## src/rtl/uart_cmd_controller.sv

```systemverilog
// rtl/uart_cmd_controller.sv - UART command sequencer for the delay-line datapath (optional echo: UART_ECHO_EN)

`ifndef UART_MSG_WIDTH
`define UART_MSG_WIDTH 64
`endif
`ifndef UART_HEADER_BITS
`define UART_HEADER_BITS 7:0
`endif
`ifndef UART_PAYLOAD_BITS
`define UART_PAYLOAD_BITS 63:8
`endif
`ifndef UART_PAYLOAD_WIDTH
`define UART_PAYLOAD_WIDTH 56
`endif
`ifndef UART_HDR_SYS_STATUS
`define UART_HDR_SYS_STATUS 8'h01
`endif
`ifndef UART_HDR_MEM_PARAMS
`define UART_HDR_MEM_PARAMS 8'h02
`endif
`ifndef UART_HDR_MOD_PARAMS
`define UART_HDR_MOD_PARAMS 8'h03
`endif
`ifndef UART_HDR_DEMOD_PARAMS
`define UART_HDR_DEMOD_PARAMS 8'h04
`endif
`ifndef UART_HDR_REPLACE_NUM
`define UART_HDR_REPLACE_NUM 8'h05
`endif
`ifndef UART_MEM_PARAMS_NO_NUMS_PAYLOAD_BITS
`define UART_MEM_PARAMS_NO_NUMS_PAYLOAD_BITS 16:1
`define UART_MEM_PARAMS_NO_NUMS_PAYLOAD_WIDTH 16
`endif
`ifndef UART_MEM_PARAMS_TEST_MODE_PAYLOAD_BITS
`define UART_MEM_PARAMS_TEST_MODE_PAYLOAD_BITS 17:17
`define UART_MEM_PARAMS_TEST_MODE_PAYLOAD_WIDTH 1
`endif
`ifndef UART_MEM_PARAMS_PULSE_WIDTH_PAYLOAD_BITS
`define UART_MEM_PARAMS_PULSE_WIDTH_PAYLOAD_BITS 25:18
`define UART_MEM_PARAMS_PULSE_WIDTH_PAYLOAD_WIDTH 8
`endif
`ifndef UART_MEM_PARAMS_PULSE_GAP_PAYLOAD_BITS
`define UART_MEM_PARAMS_PULSE_GAP_PAYLOAD_BITS 33:26
`define UART_MEM_PARAMS_PULSE_GAP_PAYLOAD_WIDTH 8
`endif
`ifndef UART_MOD_PARAMS_CYCLES_PER_HALF_PERIOD_PAYLOAD_BITS
`define UART_MOD_PARAMS_CYCLES_PER_HALF_PERIOD_PAYLOAD_BITS 16:1
`define UART_MOD_PARAMS_CYCLES_PER_HALF_PERIOD_PAYLOAD_WIDTH 16
`endif
`ifndef UART_DEMOD_PARAMS_PULSE_WIDTH_PAYLOAD_BITS
`define UART_DEMOD_PARAMS_PULSE_WIDTH_PAYLOAD_BITS 8:1
`define UART_DEMOD_PARAMS_PULSE_WIDTH_PAYLOAD_WIDTH 8
`endif
`ifndef UART_REPLACE_NUM_ADDR_PAYLOAD_BITS
`define UART_REPLACE_NUM_ADDR_PAYLOAD_BITS 16:1
`define UART_REPLACE_NUM_ADDR_PAYLOAD_WIDTH 16
`endif
`ifndef UART_REPLACE_NUM_DATA_PAYLOAD_BITS
`define UART_REPLACE_NUM_DATA_PAYLOAD_BITS 32:17
`define UART_REPLACE_NUM_DATA_PAYLOAD_WIDTH 16
`endif

module uart_cmd_controller #(
    parameter int DATA_WIDTH     = 8,
    parameter int MSG_WIDTH      = `UART_MSG_WIDTH,
    parameter int TIMEOUT_CYCLES = 112500
) (
    input  logic                  clk,
    input  logic                  rst,
    input  logic [DATA_WIDTH-1:0] rx_data,
    input  logic                  rx_valid,
    output logic [DATA_WIDTH-1:0] tx_data,
    output logic                  tx_valid,
    input  logic                  tx_ready,
    output logic                  run,
    output logic [`UART_MEM_PARAMS_NO_NUMS_PAYLOAD_WIDTH-1:0]                mem_no_nums,
    output logic [`UART_MEM_PARAMS_TEST_MODE_PAYLOAD_WIDTH-1:0]              mem_test_mode,
    output logic [`UART_MEM_PARAMS_PULSE_WIDTH_PAYLOAD_WIDTH-1:0]            mem_pulse_width,
    output logic [`UART_MEM_PARAMS_PULSE_GAP_PAYLOAD_WIDTH-1:0]              mem_pulse_gap,
    output logic [`UART_MOD_PARAMS_CYCLES_PER_HALF_PERIOD_PAYLOAD_WIDTH-1:0] mod_half_period,
    output logic [`UART_DEMOD_PARAMS_PULSE_WIDTH_PAYLOAD_WIDTH-1:0]          demod_pulse_width,
    output logic                  params_load,
    output logic [`UART_REPLACE_NUM_ADDR_PAYLOAD_WIDTH-1:0] replace_addr,
    output logic [`UART_REPLACE_NUM_DATA_PAYLOAD_WIDTH-1:0] replace_data,
    output logic                  replace_valid,
    input  logic                  replace_ready,
    output logic                  err
);

    localparam int NUM_BYTES = MSG_WIDTH / DATA_WIDTH;
    localparam int CNT_W     = $clog2(NUM_BYTES + 1);
    localparam int IDLE_W    = $clog2(TIMEOUT_CYCLES + 1);

`ifdef UART_ECHO_EN
    typedef enum logic [1:0] {ST_ASSEMBLE, ST_DECODE, ST_EXEC, ST_RESP} state_t;
`else
    typedef enum logic [1:0] {ST_ASSEMBLE, ST_DECODE, ST_EXEC} state_t;
`endif

    state_t state, next_state;

    logic [MSG_WIDTH-1:0]           msg;
    logic [CNT_W-1:0]               byte_cnt;
    logic [IDLE_W-1:0]              idle_cnt;
    logic [7:0]                     header;
    logic [`UART_PAYLOAD_WIDTH-1:0] payload;
    logic                           is_param;
    logic                           is_replace;
    logic                           accept;
    logic                           last_byte;
    logic                           timeout_hit;

    assign header  = msg[`UART_HEADER_BITS];
    assign payload = msg[`UART_PAYLOAD_BITS];

`ifdef UART_ECHO_EN
    logic [MSG_WIDTH-1:0] resp_msg;
    logic [CNT_W-1:0]     tx_cnt;
`else
    logic unused_bits;
    assign unused_bits = ^{tx_ready, payload};
`endif

    // Message classification and acceptance rule (params only when stopped, writes only when running)
    always_comb begin
        is_param    = (header == `UART_HDR_MEM_PARAMS) || (header == `UART_HDR_MOD_PARAMS) ||
                      (header == `UART_HDR_DEMOD_PARAMS);
        is_replace  = (header == `UART_HDR_REPLACE_NUM);
        accept      = (header == `UART_HDR_SYS_STATUS) || (is_param && !run) || (is_replace && run);
        last_byte   = (state == ST_ASSEMBLE) && rx_valid && (byte_cnt == CNT_W'(NUM_BYTES - 1));
        timeout_hit = (state == ST_ASSEMBLE) && !rx_valid && (byte_cnt != '0) &&
                      (idle_cnt == IDLE_W'(TIMEOUT_CYCLES));
    end

    // FSM state register
    always_ff @(posedge clk) begin
        if (rst) state <= ST_ASSEMBLE;
        else     state <= next_state;
    end

    // FSM next-state logic
    always_comb begin
        next_state = state;
        case (state)
            ST_ASSEMBLE: if (last_byte) next_state = ST_DECODE;
`ifdef UART_ECHO_EN
            ST_DECODE:   next_state = (accept && is_replace) ? ST_EXEC : ST_RESP;
            ST_EXEC:     if (replace_ready) next_state = ST_RESP;
            ST_RESP:     if (tx_ready && (tx_cnt == CNT_W'(NUM_BYTES - 1))) next_state = ST_ASSEMBLE;
`else
            ST_DECODE:   next_state = (accept && is_replace) ? ST_EXEC : ST_ASSEMBLE;
            ST_EXEC:     if (replace_ready) next_state = ST_ASSEMBLE;
`endif
            default:     next_state = ST_ASSEMBLE;
        endcase
    end

    // FSM outputs: write request and response byte stream
    always_comb begin
        replace_valid = (state == ST_EXEC);
`ifdef UART_ECHO_EN
        tx_valid = (state == ST_RESP);
        tx_data  = resp_msg[DATA_WIDTH-1:0];
`else
        tx_valid = 1'b0;
        tx_data  = '0;
`endif
    end

    // Datapath: byte assembly, inter-byte timeout, decode side effects and error flag
    always_ff @(posedge clk) begin
        if (rst) begin
            msg               <= '0;
            byte_cnt          <= '0;
            idle_cnt          <= '0;
            run               <= 1'b0;
            mem_no_nums       <= '0;
            mem_test_mode     <= '0;
            mem_pulse_width   <= '0;
            mem_pulse_gap     <= '0;
            mod_half_period   <= '0;
            demod_pulse_width <= '0;
            params_load       <= 1'b0;
            replace_addr      <= '0;
            replace_data      <= '0;
            err               <= 1'b0;
`ifdef UART_ECHO_EN
            resp_msg          <= '0;
            tx_cnt            <= '0;
`endif
        end else begin
            params_load <= 1'b0;
            case (state)
                ST_ASSEMBLE: begin
                    if (rx_valid) begin
                        msg      <= {rx_data, msg[MSG_WIDTH-1:DATA_WIDTH]};
                        idle_cnt <= '0;
                        byte_cnt <= last_byte ? '0 : byte_cnt + CNT_W'(1);
                    end else if (timeout_hit) begin
                        byte_cnt <= '0;
                        idle_cnt <= '0;
                        err      <= 1'b1;
                    end else if (byte_cnt != '0) begin
                        idle_cnt <= idle_cnt + IDLE_W'(1);
                    end
                end
                ST_DECODE: begin
                    err <= !accept;
                    case (header)
                        `UART_HDR_SYS_STATUS: run <= payload[0];
                        `UART_HDR_MEM_PARAMS: if (!run) begin
                            mem_no_nums     <= payload[`UART_MEM_PARAMS_NO_NUMS_PAYLOAD_BITS];
                            mem_test_mode   <= payload[`UART_MEM_PARAMS_TEST_MODE_PAYLOAD_BITS];
                            mem_pulse_width <= payload[`UART_MEM_PARAMS_PULSE_WIDTH_PAYLOAD_BITS];
                            mem_pulse_gap   <= payload[`UART_MEM_PARAMS_PULSE_GAP_PAYLOAD_BITS];
                            params_load     <= 1'b1;
                        end
                        `UART_HDR_MOD_PARAMS: if (!run) begin
                            mod_half_period <= payload[`UART_MOD_PARAMS_CYCLES_PER_HALF_PERIOD_PAYLOAD_BITS];
                            params_load     <= 1'b1;
                        end
                        `UART_HDR_DEMOD_PARAMS: if (!run) begin
                            demod_pulse_width <= payload[`UART_DEMOD_PARAMS_PULSE_WIDTH_PAYLOAD_BITS];
                            params_load       <= 1'b1;
                        end
                        `UART_HDR_REPLACE_NUM: if (run) begin
                            replace_addr <= payload[`UART_REPLACE_NUM_ADDR_PAYLOAD_BITS];
                            replace_data <= payload[`UART_REPLACE_NUM_DATA_PAYLOAD_BITS];
                        end
                        default: ;
                    endcase
`ifdef UART_ECHO_EN
                    resp_msg <= {payload[`UART_PAYLOAD_WIDTH-1:1], accept, header};
                    tx_cnt   <= '0;
`endif
                end
`ifdef UART_ECHO_EN
                ST_RESP: begin
                    if (tx_ready) begin
                        resp_msg <= resp_msg >> DATA_WIDTH;
                        tx_cnt   <= tx_cnt + CNT_W'(1);
                    end
                end
`endif
                default: ;
            endcase
            // A byte arriving while busy is dropped; it must override the decode-time clear
            if (rx_valid && (state != ST_ASSEMBLE)) err <= 1'b1;
        end
    end

endmodule

```

## config.mk

```make
export PLATFORM = sky130hd
export DESIGN_NAME = uart_cmd_controller
export DESIGN_NICKNAME = d
export VERILOG_FILES = /design/src/rtl/uart_cmd_controller.sv
export SDC_FILE = /design/constraint.sdc
export NUM_CORES = 1
export LEC_CHECK = 0
export BUFFER_PORTS_ARGS = -buffer_cell sky130_fd_sc_hd__buf_4
export CORE_MARGIN = 4
export CORE_UTILIZATION = 33
export CTS_CLUSTER_DIAMETER = 50
export DETAILED_ROUTE_END_ITERATION = 16
export PLACE_DENSITY = 0.59
export SLEW_MARGIN = 20
export SYNTH_ARGS = -nofsm -noshare
export SYNTH_HDL_FRONTEND = slang
export SYNTH_SLANG_ARGS = --single-unit
```

## constraint.sdc

```tcl
create_clock -name clk -period 2.6 [get_ports clk]
set_clock_uncertainty 0.1 [all_clocks]
set_input_delay 0.52 -clock clk [delete_from_list [all_inputs] [get_ports clk]]
set_output_delay 0.52 -clock clk [all_outputs]
set_load 0.05 [all_outputs]
```

==> impl_results.html <==
<table>
<tr><th>Metric</th><th>Value</th></tr>
<tr><th colspan="2">Final layout</th></tr>
<tr><td>Layout Utilization</td><td>between 40% and 50%</td></tr>
<tr><td>FILL cells</td><td>around 2,000</td></tr>
<tr><td>Share of post-route cells with drive strength above 1</td><td>between 10% and 20%</td></tr>
<tr><td>Total area of multi-input combinational cells</td><td>around 2800 um2</td></tr>
<tr><td>Area growth from synthesis to layout</td><td>23.8%</td></tr>
<tr><td>N_diodes</td><td>0</td></tr>
<tr><td>Total Nets Final</td><td>895</td></tr>
<tr><td>Sequential cell area in the final layout</td><td>3580 um2</td></tr>
<tr><th colspan="2">Clock tree</th></tr>
<tr><td>Number of buffers on the longest clock path</td><td>2</td></tr>
<tr><td>Latest clock arrival within the worst-skew pair</td><td>~0.42 ns</td></tr>
<tr><td>Cts bufs inserted</td><td>17</td></tr>
<tr><td>Number of H-tree levels</td><td>4</td></tr>
<tr><td>Resized Gates After CTS</td><td>0</td></tr>
<tr><td>CTS Hold Bufs</td><td>0</td></tr>
<tr><td>CTS tree</td><td>yes</td></tr>
<tr><td>Register clock-pin slew on the reported worst setup and hold paths</td><td>approximately 0.06 ns</td></tr>
<tr><td>Sinks on Clock Net</td><td>around 180</td></tr>
<tr><td>CTS Root Buffer Type</td><td>sky130_fd_sc_hd__clkbuf_16</td></tr>
<tr><td>Post-CTS Repair Setup Buffers</td><td>0</td></tr>
<tr><th colspan="2">STA</th></tr>
<tr><td>RSZ-0062 raised after global routing</td><td>no</td></tr>
<tr><td>Max-Slew Margin vs Limit</td><td>~58%</td></tr>
<tr><td>Fmax</td><td>roughly 0.45 GHz</td></tr>
<tr><td>Worst-Margin Slew</td><td>just over 0.6 ns</td></tr>
<tr><td>Final clock period utilization by the worst path</td><td>~85%</td></tr>
<tr><td>Total Negative Setup Slacks</td><td>0 ns</td></tr>
<tr><td>Hold Violations, Final</td><td>0</td></tr>
<tr><td>Final setup fails</td><td>0</td></tr>
<tr><td>Time the final worst path needs with I/O delays and setup</td><td>about 2.2 ns</td></tr>
<tr><td>Final max-slew violation count</td><td>0</td></tr>
<tr><th colspan="2">Pwr</th></tr>
<tr><td>Worst vdd rail ir drop</td><td>between 0.4 and 0.5 mV</td></tr>
<tr><td>Cell area power density</td><td>a little under 700 nW/um2</td></tr>
<tr><td>Static power due to leakage</td><td>3.02 nW</td></tr>
<tr><th colspan="2">Logic synthesis</th></tr>
<tr><td>Largest family of logic cells by synthesized area</td><td>simple AND/OR/NAND/NOR gates</td></tr>
<tr><td>Adder and majority cell fraction of the synthesized area</td><td>less than 1%</td></tr>
<tr><td>YS warnings</td><td>0</td></tr>
<tr><td>Synth top cells by count</td><td>234 x sky130_fd_sc_hd__nand2_1, 179 x sky130_fd_sc_hd__dfxtp_1, 123 x sky130_fd_sc_hd__a21oi_1, 63 x sky130_fd_sc_hd__nor2_1, 42 x sky130_fd_sc_hd__mux2i_1</td></tr>
<tr><td>Mux share of post-synthesis cell area</td><td>approximately 6.2%</td></tr>
<tr><td>Yosys cell types</td><td>44</td></tr>
<tr><td>Share of the synthesized area in the top cell type</td><td>a little over half</td></tr>
<tr><td>Synthesized-area fraction occupied by ao, oa, aoi and oai cells</td><td>approximately a tenth</td></tr>
<tr><td>Share of async-settable or async-resettable flops after synthesis</td><td>0%</td></tr>
<tr><td>Sequential area share after synthesis</td><td>53.2%</td></tr>
<tr><td>Dominant cell by count in the synthesized netlist</td><td>sky130_fd_sc_hd__nand2_1</td></tr>
<tr><td>Area of the mapped netlist</td><td>a little under 7000 um2</td></tr>
<tr><td>Cell types occupying the most area after synthesis</td><td>sky130_fd_sc_hd__dfxtp_1 53%, sky130_fd_sc_hd__nand2_1 13%, sky130_fd_sc_hd__a21oi_1 9.1%</td></tr>
<tr><td>Mapped Avg Cell Area</td><td>around 8.5 um2</td></tr>
<tr><td>Top flip-flop cell by instance count after synthesis</td><td>sky130_fd_sc_hd__dfxtp_1</td></tr>
<tr><td>Number of flops mapped to enable cells by yosys</td><td>0</td></tr>
<tr><td>Leading area contributor after synthesis</td><td>sky130_fd_sc_hd__dfxtp_1</td></tr>
<tr><td>Simple-Gate Fraction of Synth Area</td><td>between 20 and 25%</td></tr>
<tr><td>Number of synthesized register bits</td><td>~180</td></tr>
<tr><td>Xor/xnor cell area share of the yosys netlist</td><td>roughly 2.0%</td></tr>
<tr><td>Number of instances in the synthesized netlist</td><td>a little under 800</td></tr>
<tr><th colspan="2">Floorplanning</th></tr>
<tr><td>Floorplan die height</td><td>151 um</td></tr>
<tr><td>Initial core utilization</td><td>34.0%</td></tr>
<tr><td>Number of cell rows</td><td>between 50 and 60</td></tr>
<tr><td>Core area</td><td>roughly 20,000 um2</td></tr>
<tr><td>Die span in x</td><td>between 150 and 200 um</td></tr>
<tr><td>Io pins</td><td>115</td></tr>
<tr><td>Overall die area</td><td>22,700 um2</td></tr>
<tr><th colspan="2">Global route</th></tr>
<tr><td>Vias in the first global route</td><td>between 4,000 and 5,000</td></tr>
<tr><td>Residual overflow from global routing</td><td>0</td></tr>
<tr><td>Wire length of the first global-routing pass</td><td>~26,000 um</td></tr>
<tr><td>Pin count of the biggest net entering global routing</td><td>95</td></tr>
<tr><td>Number of antenna violations at the first check in global routing</td><td>0</td></tr>
<tr><td>Overall track demand over capacity in global routing</td><td>14.4%</td></tr>
<tr><th colspan="2">Run</th></tr>
<tr><td>Max capacitance violation total</td><td>0</td></tr>
<tr><th colspan="2">Critical path</th></tr>
<tr><td>Sort of element at the end of the critical path</td><td>flop</td></tr>
<tr><td>Critical Path RT</td><td>2.80 ns</td></tr>
<tr><td>Type of the setup path with the least slack</td><td>reg2reg</td></tr>
<tr><td>Maximum net fanout on the critical path</td><td>8</td></tr>
<tr><td>Worst Setup Start Kind</td><td>flop</td></tr>
<tr><td>Slowest stage cell, crit path</td><td>sky130_fd_sc_hd__or4_4</td></tr>
<tr><td>Highest cell delay on the worst timing path</td><td>between 0.5 and 0.6 ns</td></tr>
<tr><td>Cell-by-cell trace of the critical path</td><td>or4_4 -&gt; nor4_4 -&gt; and2_1 -&gt; mux2i_1 -&gt; nor2_1</td></tr>
<tr><td>Data arrival time of the worst path</td><td>2.42 ns</td></tr>
<tr><th colspan="2">Placement</th></tr>
<tr><td>Global placer's final weighted congestion</td><td>0.773</td></tr>
<tr><td>Port Buffer Count</td><td>about 100</td></tr>
<tr><td>Post-DP HPWL</td><td>between 10,000 and 15,000 um</td></tr>
<tr><th colspan="2">Routing</th></tr>
<tr><td>Via/cell ratio</td><td>4.67</td></tr>
<tr><td>Post-detailed-route wirelength per cell</td><td>between 10 and 15 um</td></tr>
<tr><td>TritonRoute pass-1 iters</td><td>4</td></tr>
<tr><td>Detailed-route DRC error count</td><td>0</td></tr>
<tr><td>Number of violations reported at the end of detailed-routing iteration 0</td><td>370</td></tr>
<tr><td>Routed wire length</td><td>16,300 um</td></tr>
<tr><td>Detailed-route via count</td><td>5,401</td></tr>
<tr><td>DRT antenna net count</td><td>0</td></tr>
<tr><th colspan="2">Run status</th></tr>
<tr><td>Status</td><td>completed</td></tr>
<tr><th colspan="2">Worst hold path</th></tr>
<tr><td>Min-delay worst type</td><td>in2reg</td></tr>
</table>
-- report_power, final --
part	internal, W	switching [W]
clock network	0.00160	0.00107
logic	0.0000455	0.000135
registers	0.00276	0.0000131
-- sequential cells by signal, indices dropped and copies added (netlist names) --
register / flops
replace_data: 16
mem_pulse_width: 8
demod_pulse_width: 8
mem_pulse_gap: 8
replace_addr: 16
params_load: 1
state: 2
mem_test_mode: 1
mem_no_nums: 16
mod_half_period: 16
idle_cnt: 17
byte_cnt: 4
msg: 64
err: 1
run: 1
-- cell usage in the layout, fill, tap and decap left out, types with 2 or more instances in the layout --
cell,count
sky130_fd_sc_hd__nand2_1,233
sky130_fd_sc_hd__dfxtp_1,179
sky130_fd_sc_hd__a21oi_1,123
sky130_fd_sc_hd__buf_4,112
sky130_fd_sc_hd__nor2_1,63
sky130_fd_sc_hd__mux2i_1,42
sky130_fd_sc_hd__clkbuf_16,17
sky130_fd_sc_hd__nand3_1,14
sky130_fd_sc_hd__xor2_1,10
sky130_fd_sc_hd__conb_1,9
sky130_fd_sc_hd__nor3_1,7
sky130_fd_sc_hd__inv_1,6
sky130_fd_sc_hd__xnor2_1,5
sky130_fd_sc_hd__buf_12,5
sky130_fd_sc_hd__nand4_1,4
sky130_fd_sc_hd__nand2b_1,4
sky130_fd_sc_hd__ha_1,4
sky130_fd_sc_hd__and3_1,3
sky130_fd_sc_hd__nor3b_1,3
sky130_fd_sc_hd__nor4_1,3
sky130_fd_sc_hd__and4_1,3
sky130_fd_sc_hd__bufinv_16,3
sky130_fd_sc_hd__clkinv_2,3
sky130_fd_sc_hd__clkbuf_8,3
sky130_fd_sc_hd__clkinv_4,3
sky130_fd_sc_hd__nor2b_1,2
sky130_fd_sc_hd__nand3b_1,2
sky130_fd_sc_hd__o31ai_1,2
sky130_fd_sc_hd__and2_1,2
sky130_fd_sc_hd__inv_6,2
-- per-stage QoR --
stage	cells	hold slack [ns]	area, um2	power (W)	setup WS, ns
3_3_place_gp	1124	0.339	7710	0.00302	0.387
4_1_cts	1156	0.221	8330	0.00568	0.369
2_1_floorplan	801	0.332	6760	0.00297	0.545
5_1_grt	1156	0.237	8330	0.00580	0.283
6_report	1156	0.245	8330	0.00562	0.378
3_5_place_dp	1124	0.344	7710	0.00302	0.385
-- layout make-up --
| cell class | count | area share, % |
|---|---|---|
| timing repair buffer | 117 | 11.3 |
| clock inverter | 11 | 1.79 |
| multi-input combinational | 557 | 34.0 |
| clock buffer | 21 | 5.65 |
| sequential | 179 | 43.0 |
| inverter | 6 | 0.270 |
| tap | 265 | 3.98 |
-- critical path, delay by kind of cell, from the launching register on --
family,cells,cell delay [ns]
simple gates,4,1.43
flops,1,0.33
mux,1,0.25
-- kinds of logic (layout without fill, tap and decap cells) --
group                      after synthesis  after routing
buffers and inverters                   65            155
adders and majority gates                4              4
muxes                                   42             42
and+or+nand+nor                        359            359
other                                    1              9
xor gates and xnor gates                15             15
DFF                                    179            179
AOI/OAI and AO/OA                      128            128
-- path summary, 6_finish.rpt --
kind / startpoint / endpoint / slack (ns) / depth (start not counted)
setup / recovery: msg[3] / demod_pulse_width[7] / 0.38 / 5
setup reg to reg: msg[3] / demod_pulse_width[7] / 0.38 / 5
hold / removal: rx_data[5] / msg[61] / 0.24 / 3
hold reg to reg: msg[55] / msg[47] / 0.35 / 2
-- metal layers --
layer,up-vias,part of all wire (%),global-route usage (%),wire length [um]
met1,2506,48,19.5,7760
met2,113,47,22.9,7600
met3,15,4.9,3.65,803
li1,2767,-,-,-
met5,-,0,0,0
met4,0,1.0,4.17,167
(Power assumes the default switching activity.)
